File: config.mk
export PLATFORM = sky130hd
export DESIGN_NAME = dot_product_accumulator
export DESIGN_NICKNAME = d
export VERILOG_FILES = /design/src/rtl/dot_product_accumulator.sv
export SDC_FILE = /design/constraint.sdc
export NUM_CORES = 1
export LEC_CHECK = 0
export CORE_MARGIN = 2
export CORE_UTILIZATION = 30
export DETAILED_ROUTE_END_ITERATION = 12
export GPL_ROUTABILITY_DRIVEN = 1
export HOLD_SLACK_MARGIN = 0.05
export SLEW_MARGIN = 10
export SYNTH_ARGS = -nofsm -noshare
export SYNTH_HDL_FRONTEND = slang
export SYNTH_SLANG_ARGS = --single-unit
File: constraint.sdc
create_clock -name clk -period 7.65 [get_ports clk]
set_input_delay 1.53 -clock clk [delete_from_list [all_inputs] [get_ports clk]]
set_output_delay 1.53 -clock clk [all_outputs]
set_load 0.03 [all_outputs]
File: src/rtl/dot_product_accumulator.sv
// Reduction stage: sums num_terms unsigned products and returns the total over a valid/ready handshake.
// Build option: define DOT_ACC_SATURATE_EN to clamp the accumulator on carry-out instead of wrapping.
module dot_product_accumulator #(
  parameter  int PRODUCT_WIDTH = 64,
  parameter  int ACC_WIDTH     = 72,
  parameter  int MAX_TERMS     = 256,
  localparam int CNT_W         = $clog2(MAX_TERMS + 1)
) (
  input  logic                     clk,
  input  logic                     reset,
  input  logic                     start,
  input  logic [CNT_W-1:0]         num_terms,
  output logic                     busy,
  input  logic [PRODUCT_WIDTH-1:0] product,
  input  logic                     product_valid,
  output logic [ACC_WIDTH-1:0]     result,
  output logic                     result_valid,
  input  logic                     result_ready,
  output logic                     overflow
);

  generate
    if (ACC_WIDTH < PRODUCT_WIDTH) begin : g_width_check
      $error("ACC_WIDTH must be >= PRODUCT_WIDTH");
    end
  endgenerate

  typedef enum logic [1:0] {S_IDLE, S_ACCUM, S_HOLD} state_t;

  state_t                 r_state;
  state_t                 w_state_nxt;
  logic [ACC_WIDTH-1:0]   r_acc;
  logic [CNT_W-1:0]       r_remaining;
  logic [ACC_WIDTH-1:0]   r_result;
  logic                   r_result_valid;
  logic                   r_overflow;
  logic                   r_busy;

  logic                   w_load;
  logic                   w_load_empty;
  logic                   w_accept;
  logic                   w_last;
  logic                   w_release;
  logic [ACC_WIDTH:0]     w_sum;
  logic                   w_carry;
  logic [ACC_WIDTH-1:0]   w_acc_nxt;

  // Once clamped, any further nonzero product carries again, so the clamp persists.
  function automatic logic [ACC_WIDTH-1:0] acc_update(input logic [ACC_WIDTH:0] sum);
`ifdef DOT_ACC_SATURATE_EN
    acc_update = sum[ACC_WIDTH] ? {ACC_WIDTH{1'b1}} : sum[ACC_WIDTH-1:0];
`else
    acc_update = sum[ACC_WIDTH-1:0];
`endif
  endfunction

  assign w_sum     = {1'b0, r_acc} + {{(ACC_WIDTH + 1 - PRODUCT_WIDTH){1'b0}}, product};
  assign w_carry   = w_sum[ACC_WIDTH];
  assign w_acc_nxt = acc_update(w_sum);

  always_ff @(posedge clk) begin
    if (!reset) r_state <= S_IDLE;
    else        r_state <= w_state_nxt;
  end

  always_comb begin
    w_state_nxt = r_state;
    case (r_state)
      S_IDLE:  if (start) w_state_nxt = (num_terms == '0) ? S_HOLD : S_ACCUM;
      S_ACCUM: if (w_last) w_state_nxt = S_HOLD;
      S_HOLD:  if (result_ready) w_state_nxt = S_IDLE;
      default: w_state_nxt = S_IDLE;
    endcase
  end

  always_comb begin
    w_load       = 1'b0;
    w_load_empty = 1'b0;
    w_accept     = 1'b0;
    w_last       = 1'b0;
    w_release    = 1'b0;
    case (r_state)
      S_IDLE: begin
        w_load       = start;
        w_load_empty = start && (num_terms == '0);
      end
      S_ACCUM: begin
        w_accept = product_valid;
        w_last   = product_valid && (r_remaining == CNT_W'(1));
      end
      S_HOLD:  w_release = result_ready;
      default: ;
    endcase
  end

  always_ff @(posedge clk) begin
    if (!reset) begin
      r_acc          <= '0;
      r_remaining    <= '0;
      r_result       <= '0;
      r_result_valid <= 1'b0;
      r_overflow     <= 1'b0;
      r_busy         <= 1'b0;
    end else begin
      r_busy <= (w_state_nxt != S_IDLE);
      if (w_load) begin
        r_acc       <= '0;
        r_overflow  <= 1'b0;
        r_remaining <= num_terms;
      end else if (w_accept) begin
        r_acc       <= w_acc_nxt;
        r_overflow  <= r_overflow | w_carry;
        r_remaining <= r_remaining - CNT_W'(1);
      end
      // result is a separate register so it survives the next operation's accumulator clear
      if (w_load_empty) begin
        r_result       <= '0;
        r_result_valid <= 1'b1;
      end else if (w_last) begin
        r_result       <= w_acc_nxt;
        r_result_valid <= 1'b1;
      end else if (w_release) begin
        r_result_valid <= 1'b0;
      end
    end
  end

  assign busy         = r_busy;
  assign result       = r_result;
  assign result_valid = r_result_valid;
  assign overflow     = r_overflow;

endmodule

==> impl_metrics.yaml, run 1 <==
run_status:
  outcome: "finished, final reports clean"
yosys:
  synth_seq_area_share_pct: 32.2
  yosysWarnings: 0
  synthArstFlopShare_pct: 0
  synthCells: 1307
  synth_cell_types: 73
  synth-edff-count: 0
  synth_flop_cell: "dfxtp_1"
  synth-seq-cells: 158
  syn_area_sq_um: 9830
  syn_avg_cell_area_sq_um: 7.52
  syn-num-nets: 1452
worst_setup_path:
  worst-path-buf-inv: 1
  crit_chain: "clkdlybuf4s50_1, ha_1, fa_1, a21o_1, a311o_1, a21oi_1, nor4_1, o211ai_1, a21oi_1, o41ai_2, mux2i_1, nor2_1"
  max_stage_delay_ns: 0.47
  start_kind: "input pin"
  reg2reg_depth: 11
  critical_path_depth: 12
  crit_family: "compound AO/OA/AOI/OAI gates"
  worst_path_most_repeated_cell: "a21oi_1"
  path_class: "in -> reg"
  worst_path_max_delay_cell: "o211ai_1"
  cp.arrival_ns: 5.18
  cp-end-kind: "flip-flop"
  cp_data_required_time_ns: 7.98
  crit_fanout: 4
clock_tree:
  htree_levels: 4
  cts_tree: "done"
  cts_hold_buf: 0
  cts_buffers: 17
  ctsLongestPathBuffers: 2
  clk_pin_slew_ns: 0.07
  cts.root.buffer_cell: "clkbuf_16"
  worstSkewPairLatency_ns: 0.44
  cts_setup_buffers: 0
  cts_resized: 0
  cts_sinks: 158
pwr:
  leakagePower_nw: 4.62
  p_clk_share_pct: 42.4
  internal_power_w: 0.00147
  combinationalPowerShare_pct: 16.7
  power.switching_w: 0.000615
  power_density_nw_per_um2: 170
  vdd_drop_max_mv: 0.151
  p_seq_share_pct: 40.9
  sw_frac_of_total_pct: 29.5
routing:
  vias_per_cell: 5.30
  drc_errors: 0
  vias: 9892
  dr.pass1.iters: 5
  route.final.wire_length_um: 32300
  ant_nets: 0
  wire_per_inst_um: 17.3
  drtIter0Drc: 671
timing:
  fin_crit_ns: 4.85
  final.period_utilization_pct: 63.4
  whs_ns: 0.450
  rsz0062_at_grt: "false"
  fin_skew_ns: 0.0133
  slew_headroom_pct: 28.2
  fmax_mhz: 206
  final_hold_viol_count: 0
  setup_violations: 0
  worst-slew-pin-transition_ns: 1.08
  maxSlewViolCount: 0
  setup_tns_ns: 0
placement:
  dpl_cell_area_sq_um: 11700
  gp_congestion: 0.889
  port-buffer-count: 152
  dp_hpwl_um: 23400
finish:
  final_util_pct: 37.8
  syn_to_final_growth_pct: 24.6
  antennaDiodeCount: 0
  final_area_sq_um: 12200
  drive_gt1_share_pct: 4.07
  final_nets: 1556
  fill_cells: 3438
flow_run:
  cap_violations: 0
global_routing:
  grt_use_total_pct: 18.9
  grt_pass1_vias: 9389
  grt_max_degree: 83
  overflow: 0
  grt_pass1_wl_um: 50700
  antenna_found_initial: 0
floorplanning:
  die-width_um: 185
  die_area_sq_um: 34200
  num_io_pins: 153
  rows: 66
  die-height_um: 185
  core_sq_um: 32400
  initial_core_util_pct: 30.4
hold_path:
  min_delay_path_depth: 2
  hold_path.class: "reg -> reg"
-- final timing paths --
| kind | start | endpoint | slack [ns] |
|---|---|---|---|
| max | product[0] | r_acc[60]$_SDFFE_PP0P_ | 2.80 |
| min | result[63]$_SDFFE_PP0P_ | result[63]$_SDFFE_PP0P_ | 0.45 |
| max reg2reg | r_acc[0]$_SDFFE_PP0P_ | r_acc[60]$_SDFFE_PP0P_ | 4.02 |
| min reg2reg | result[63]$_SDFFE_PP0P_ | result[63]$_SDFFE_PP0P_ | 0.45 |
-- kinds of logic (layout without fill, tap and decap cells) --
kind of cell | count (synthesis) | count (layout) | share of synthesized area (%)
XOR/XNOR | 59 | 59 | 5.26
AND/OR/NAND/NOR | 495 | 495 | 22.9
flip-flops | 158 | 158 | 32.2
AO/OA/AOI/OAI | 422 | 422 | 26.4
buffers and inverters | 102 | 219 | 4.24
adder cells (fa/ha/maj) | 67 | 67 | 8.61
multiplexers | 4 | 4 | 0.407
-- synthesized netlist by cell type, types with 15 or more instances --
library cell,count,area share [%]
a211oi_1,24,1.8
nand3_1,51,2.6
a21oi_1,191,9.7
o21ai_0,72,3.7
a21o_1,27,2.1
inv_1,28,1.1
clkbuf_1,50,1.9
ha_1,66,8.4
xnor2_1,32,2.9
nor3_1,20,1.0
nor2_1,72,2.8
dfxtp_1,158,32
nand2_1,254,9.7
xor2_1,27,2.4
o21bai_1,15,1.1
nand4_1,22,1.4
-- power by group through the flow --
stage,Combinational (W),Sequential [W],Clock [W]
2_1_floorplan,0.000219,0.000875,0
3_3_place_gp,0.000341,0.000871,0
3_5_place_dp,0.000343,0.000872,0
4_1_cts,0.000345,0.000853,0.000908
5_1_grt,0.000382,0.000855,0.000937
6_report,0.000348,0.000853,0.000884
-- area by class of cell --
type / instances / area (sq um) / area share, %
clock inverter: 13 / 151 / 1.24
clock buffer: 19 / 443 / 3.62
tap: 442 / 553 / 4.52
timing repair buffer: 159 / 1570 / 12.9
inverter: 28 / 105 / 0.858
sequential: 158 / 3160 / 25.8
multi-input combinational: 1047 / 6260 / 51.1
-- placed cells by master (no fill, tap or decap), types with 5 or more instances in the layout --
master and instances:
o21ai_0 72, o211ai_1 13, clkdlybuf4s50_1 152, nand2b_1 6, a221oi_1 5, xnor2_1 32
clkbuf_16 17, nor2_1 72, o21bai_1 15, nand4_1 22, nand3_1 51, inv_1 28
a21o_1 27, and3_1 7, o21ai_1 5, dfxtp_1 158, and2_1 5, ha_1 66
xor2_1 27, buf_4 7, inv_6 5, or3_1 13, nor3_1 20, nand2_1 252
a21oi_1 191, nor4_1 9, nand3b_1 6, a2111o_1 5, a31oi_1 13, or4_1 10
a21boi_0 6, a211oi_1 24
-- sequential cells by signal, summed over array words and instances (netlist names) --
name	cells
result	72
busy	1
r_state	2
r_remaining	9
r_acc	72
overflow	1
result_valid	1
-- layer usage --
metal / global-route usage (%) / vias to the layer above / routed length, um
met5: 0 / - / 0
met2: 30.7 / 253 / 14700
met3: 2.65 / 33 / 1450
li1: - / 4914 / -
met4: 6.38 / 0 / 676
met1: 25.6 / 4692 / 15500
-- worst register-to-register path, delay by kind of cell (launching register included) --
family / cells / cell delay (ns)
AND/OR/NAND/NOR: 2 / 0.21
AO/OA/AOI/OAI: 6 / 2.11
adder cells (fa/ha/maj): 2 / 0.65
multiplexers: 1 / 0.24
flip-flops: 1 / 0.32
-- metrics by stage --
step                power [W]  instances  setup slack, ns
CTS                   0.00211       1866             2.85
detailed placement    0.00121       1834             2.40
global route          0.00217       1866             2.60
global placement      0.00121       1834             2.43
finish                0.00208       1866             2.80
floorplan             0.00109       1307             3.56
(Power assumes the default switching activity.)
==> run 2, diff against run 1 <==
Clock period 7.65 ns to 5 ns, I/O delays scaled along.
==> impl_metrics.yaml, run 2 (synthesized netlist as in run 1, its figures left out) <==
finish:
  syn_to_final_growth_pct: 24.8
  antennaDiodeCount: 0
  final_common_cell: "nand2_1"
  final_util_pct: 37.9
  final_nets: 1562
  fill_cells: 3454
  drive_gt1_share_pct: 4.27
  most-common-layout-cells: "252 x nand2_1, 191 x a21oi_1, 158 x dfxtp_1, 152 x clkdlybuf4s50_1"
global_routing:
  grt_max_degree: 73
  grt_use_total_pct: 18.9
  overflow: 0
  grt_pass1_vias: 9370
  grt_pass1_wl_um: 50600
  antenna_found_initial: 1
run_status:
  outcome: "finished, final reports clean"
flow_run:
  cap_violations: 0
pwr:
  leakagePower_nw: 4.62
  vdd_drop_max_mv: 0.220
  power_density_nw_per_um2: 251
clock_tree:
  cts_tree: "done"
  htree_levels: 4
  cts_buffers: 17
  clk_pin_slew_ns: 0.06
  cts_resized: 0
  cts_sinks: 158
  worstSkewPairLatency_ns: 0.45
  cts_setup_buffers: 0
  cts_hold_buf: 0
  ctsLongestPathBuffers: 2
  cts.root.buffer_cell: "clkbuf_16"
routing:
  vias_per_cell: 5.28
  drtIter0Drc: 642
  dr.pass1.iters: 5
  wl_met3_um: 1520
  route.final.wire_length_um: 31900
  dr_wl_met2_um: 14300
  ant_nets: 0
  drc_errors: 0
  routed.top_layer: "met4"
  vias: 9881
  wl_met1_um: 15500
  wire_per_inst_um: 17.1
timing:
  rsz0062_at_grt: "false"
  whs_ns: 0.448
  fin_skew_ns: 0.0109
  setup_tns_ns: 0
  final_hold_viol_count: 0
  slew_headroom_pct: 42.0
  setup_violations: 0
  fmax_mhz: 244
  final.period_utilization_pct: 81.9
  fin_crit_ns: 4.10
  maxSlewViolCount: 0
  worst-slew-pin-transition_ns: 0.870
placement:
  dp_hpwl_um: 23700
  gp_congestion: 0.918
  port-buffer-count: 152
worst_setup_path:
  worst_path_max_delay_cell: "clkdlybuf4s50_1"
  cp-end-kind: "flip-flop"
  cp.arrival_ns: 4.39
  crit_fanout: 7
  crit_chain: "clkdlybuf4s50_1, ha_1, a211o_1, a211o_1, a21oi_1, a211oi_1, o31ai_2, a31oi_2, o21ai_1, xor2_1, a21oi_1"
  start_kind: "input pin"
  path_class: "in -> reg"
  rrSetupSlack_ns: 1.60
  max_stage_delay_ns: 0.47
  cp_data_required_time_ns: 5.29
floorplanning:
  rows: 66
  die_area_sq_um: 34200
  die-height_um: 185
  num_io_pins: 153
  initial_core_util_pct: 30.4
  core_sq_um: 32400
  die-width_um: 185
hold_path:
  hold_path.class: "reg -> reg"
## run 2: cell count changes in the layout (fill, tap and decap cells not counted)
cell	delta
clkinv_2	-1
buf_4	+4
and3b_2	+1
nand2_2	-1
bufinv_16	-2
clkbuf_1	+3
and3b_4	-1
clkinvlp_4	+2
clkinv_4	+1
inv_6	-3
nand2_4	+1
buf_12	+2
## run 2: area by class of cell
type	count	area, sq um	share of cell area [%]
multi-input cells	1047	6260	51.0
repair buffers	165	1640	13.4
inverters	28	105	0.857
clock inverters	10	83.8	0.684
clock buffers	22	454	3.70
flip-flops and latches	158	3160	25.8
well taps	442	553	4.51
## run 2: layer usage
metal	global-route usage, %	up-vias
met2	30.2	259
met4	6.29	0
li1	-	4928
met5	0	-
met3	2.73	38
met1	26.1	4656
## run 2: final timing paths
check / cells after the start / start / endpoint
min reg2reg: 2 / result[58]$_SDFFE_PP0P_ / result[58]$_SDFFE_PP0P_
max: 11 / product[1] / result[65]$_SDFFE_PP0P_
max reg2reg: 10 / r_acc[23]$_SDFFE_PP0P_ / r_acc[69]$_SDFFE_PP0P_
min: 2 / result[58]$_SDFFE_PP0P_ / result[58]$_SDFFE_PP0P_
## run 2: critical path, delay by kind of cell
kind / cells / cell delay, ns
AO/OA/AOI/OAI: 8 / 2.39
XOR/XNOR: 1 / 0.19
adder cells (fa/ha/maj): 1 / 0.33
buffers and inverters: 1 / 0.47
## run 2: through the flow
step | worst slack (ns) | area [sq um] | cells | total power, W
final | 0.903 | 12300 | 1872 | 0.00308
after global routing | 0.605 | 12300 | 1872 | 0.00322
after CTS | 0.962 | 12300 | 1872 | 0.00310
after detailed placement | 0.490 | 11700 | 1840 | 0.00186
after global placement | 0.521 | 11700 | 1840 | 0.00186
after floorplan | 1.44 | 9830 | 1307 | 0.00167
## run 2: power by group
group	total [W]	internal, W	switching [W]
sequential	0.00130	0.00129	0.0000185
combinational	0.000532	0.000205	0.000327
clock	0.00124	0.000656	0.000583
total	0.00308	0.00215	0.000929
==> run 3, diff against run 2 <==
Clock period 5 ns to 4.2 ns, I/O delays scaled along.
==> impl_metrics.yaml, run 3 (synthesized netlist as in run 1, its figures left out) <==
run_status:
  outcome: "finished, final reports clean"
worst_setup_path:
  reg2reg_depth: 11
  crit_path_end: "r_acc[69]$_SDFFE_PP0P_"
  crit_family: "compound AO/OA/AOI/OAI gates"
  path_class: "in -> reg"
  startpoint: "product[12]"
  crit_chain: "clkdlybuf4s50_1, ha_1, o21ai_0, o2bb2ai_1, or3_1, a211oi_1, o31ai_2, buf_4, a31oi_2, o21ai_1, or4_1, a21oi_1"
  rrSetupSlack_ns: 0.92
  r2r_start: "r_acc[12]$_SDFFE_PP0P_"
  rr_endpoint: "r_acc[69]$_SDFFE_PP0P_"
  worst_path_max_delay_cell: "ha_1"
  cp-end-kind: "flip-flop"
  max_stage_delay_ns: 0.45
  cp.arrival_ns: 4.16
  start_kind: "input pin"
  cp_data_required_time_ns: 4.57
  worst-path-buf-inv: 2
  crit_fanout: 7
  critical_path_depth: 12
clock_tree:
  cts_sinks: 158
  cts.root.buffer_cell: "clkbuf_16"
  htree_levels: 4
  worstSkewPairLatency_ns: 0.45
  clk_pin_slew_ns: 0.07
  ctsLongestPathBuffers: 2
  cts_hold_buf: 0
  cts_tree: "done"
  cts_buffers: 17
  cts_resized: 0
  cts_setup_buffers: 0
pwr:
  combinationalPowerShare_pct: 17.1
  p_seq_share_pct: 40.3
  internal_power_w: 0.00271
  p_clk_share_pct: 42.7
  power_density_nw_per_um2: 305
  vdd_drop_max_mv: 0.273
  leakagePower_nw: 4.89
  power_w: 0.00386
  sw_frac_of_total_pct: 29.7
  power.switching_w: 0.00115
finish:
  drive_gt1_share_pct: 7.52
  antennaDiodeCount: 0
  final_nets: 1608
  most-common-layout-cells: "252 x nand2_1, 191 x a21oi_1, 158 x dfxtp_1, 152 x clkdlybuf4s50_1"
  final_util_pct: 39.1
  syn_to_final_growth_pct: 28.9
  fill_cells: 3409
  final_common_cell: "nand2_1"
  fin_cells: 1918
placement:
  dp_hpwl_um: 24600
  port-buffer-count: 152
  dp_slack_ns: 0.00954
  gp_congestion: 0.934
  dp.cells: 1886
timing:
  fmax_mhz: 264
  setup_violations: 0
  slew_headroom_pct: 33.0
  final.period_utilization_pct: 90.2
  fin_crit_ns: 3.79
  worst-slew-pin-transition_ns: 1.00
  rsz0062_at_grt: "false"
  fin_skew_ns: 0.0173
  maxSlewViolCount: 0
  final_hold_viol_count: 0
  timing.final.ws_setup_ns: 0.413
global_routing:
  grt_pass1_vias: 9540
  antenna_found_initial: 0
  grt_pass1_wl_um: 51100
  grt_use_total_pct: 18.9
  overflow: 0
  grt_max_degree: 68
floorplanning:
  num_io_pins: 153
  die-height_um: 185
  initial_core_util_pct: 30.4
  rows: 66
  die_area_sq_um: 34200
  core_sq_um: 32400
  die-width_um: 185
routing:
  vias: 10123
  wire_per_inst_um: 16.8
  ant_nets: 0
  drtIter0Drc: 711
  route.final.wire_length_um: 32200
  dr.pass1.iters: 5
  drc_errors: 0
  vias_per_cell: 5.28
hold_path:
  hold_path.class: "reg -> reg"
flow_run:
  cap_violations: 0
run 3: area by class of cell:
class / instances / area (sq um) / share of cell area [%]
inverter: 28 / 105 / 0.830
timing repair buffer: 211 / 1980 / 15.6
sequential: 158 / 3160 / 25.0
clock inverter: 14 / 173 / 1.36
tap: 442 / 553 / 4.37
multi-input combinational: 1047 / 6250 / 49.4
clock buffer: 18 / 439 / 3.47
run 3: worst reg2reg max path, cell delays in order, from the launching register on:
cell and delay (ns):
dfxtp_1 0.32, ha_1 0.44, o21ai_0 0.17, o2bb2ai_1 0.18, or3_1 0.39, a211oi_1 0.32
o31ai_2 0.09, buf_4 0.16, a31oi_2 0.31, o21ai_1 0.24, or4_1 0.44, a21oi_1 0.15
run 3: routing by layer:
| metal | global-route usage (%) | vias to the layer above | wire, um |
|---|---|---|---|
| met4 | 5.81 | 0 | 641 |
| met3 | 3.17 | 33 | 1750 |
| met2 | 29.5 | 283 | 14200 |
| met1 | 26.6 | 4791 | 15500 |
| met5 | 0 | - | 0 |
| li1 | - | 5016 | - |
run 3: worst min-delay path by stage:
stage | start | to | slack [ns] | depth (start not counted)
global placement | overflow$_SDFFE_PP0P_ | overflow$_SDFFE_PP0P_ | 0.44 | 2
CTS | result[58]$_SDFFE_PP0P_ | result[58]$_SDFFE_PP0P_ | 0.45 | 2
floorplan | r_acc[57]$_SDFFE_PP0P_ | r_acc[57]$_SDFFE_PP0P_ | 0.44 | 2
finish | result[63]$_SDFFE_PP0P_ | result[63]$_SDFFE_PP0P_ | 0.45 | 2
global route | result[63]$_SDFFE_PP0P_ | result[63]$_SDFFE_PP0P_ | 0.46 | 2
detailed placement | result[58]$_SDFFE_PP0P_ | result[58]$_SDFFE_PP0P_ | 0.44 | 2
run 3: per-stage QoR:
stage | hold slack, ns | TNS (ns) | cell area, sq um
after floorplan | 0.436 | 0 | 9830
after global placement | 0.436 | -0.00776 | 12100
after detailed placement | 0.444 | 0 | 12100
after CTS | 0.453 | 0 | 12700
after global routing | 0.461 | 0 | 12700
final | 0.450 | 0 | 12700
run 3: power groups by stage:
| stage | registers (W) | logic [W] | clock network (W) |
|---|---|---|---|
| 2_1_floorplan | 0.00159 | 0.000399 | 0 |
| 3_3_place_gp | 0.00159 | 0.000650 | 0 |
| 3_5_place_dp | 0.00159 | 0.000651 | 0 |
| 4_1_cts | 0.00155 | 0.000656 | 0.00168 |
| 5_1_grt | 0.00156 | 0.000728 | 0.00175 |
| 6_report | 0.00155 | 0.000659 | 0.00165 |
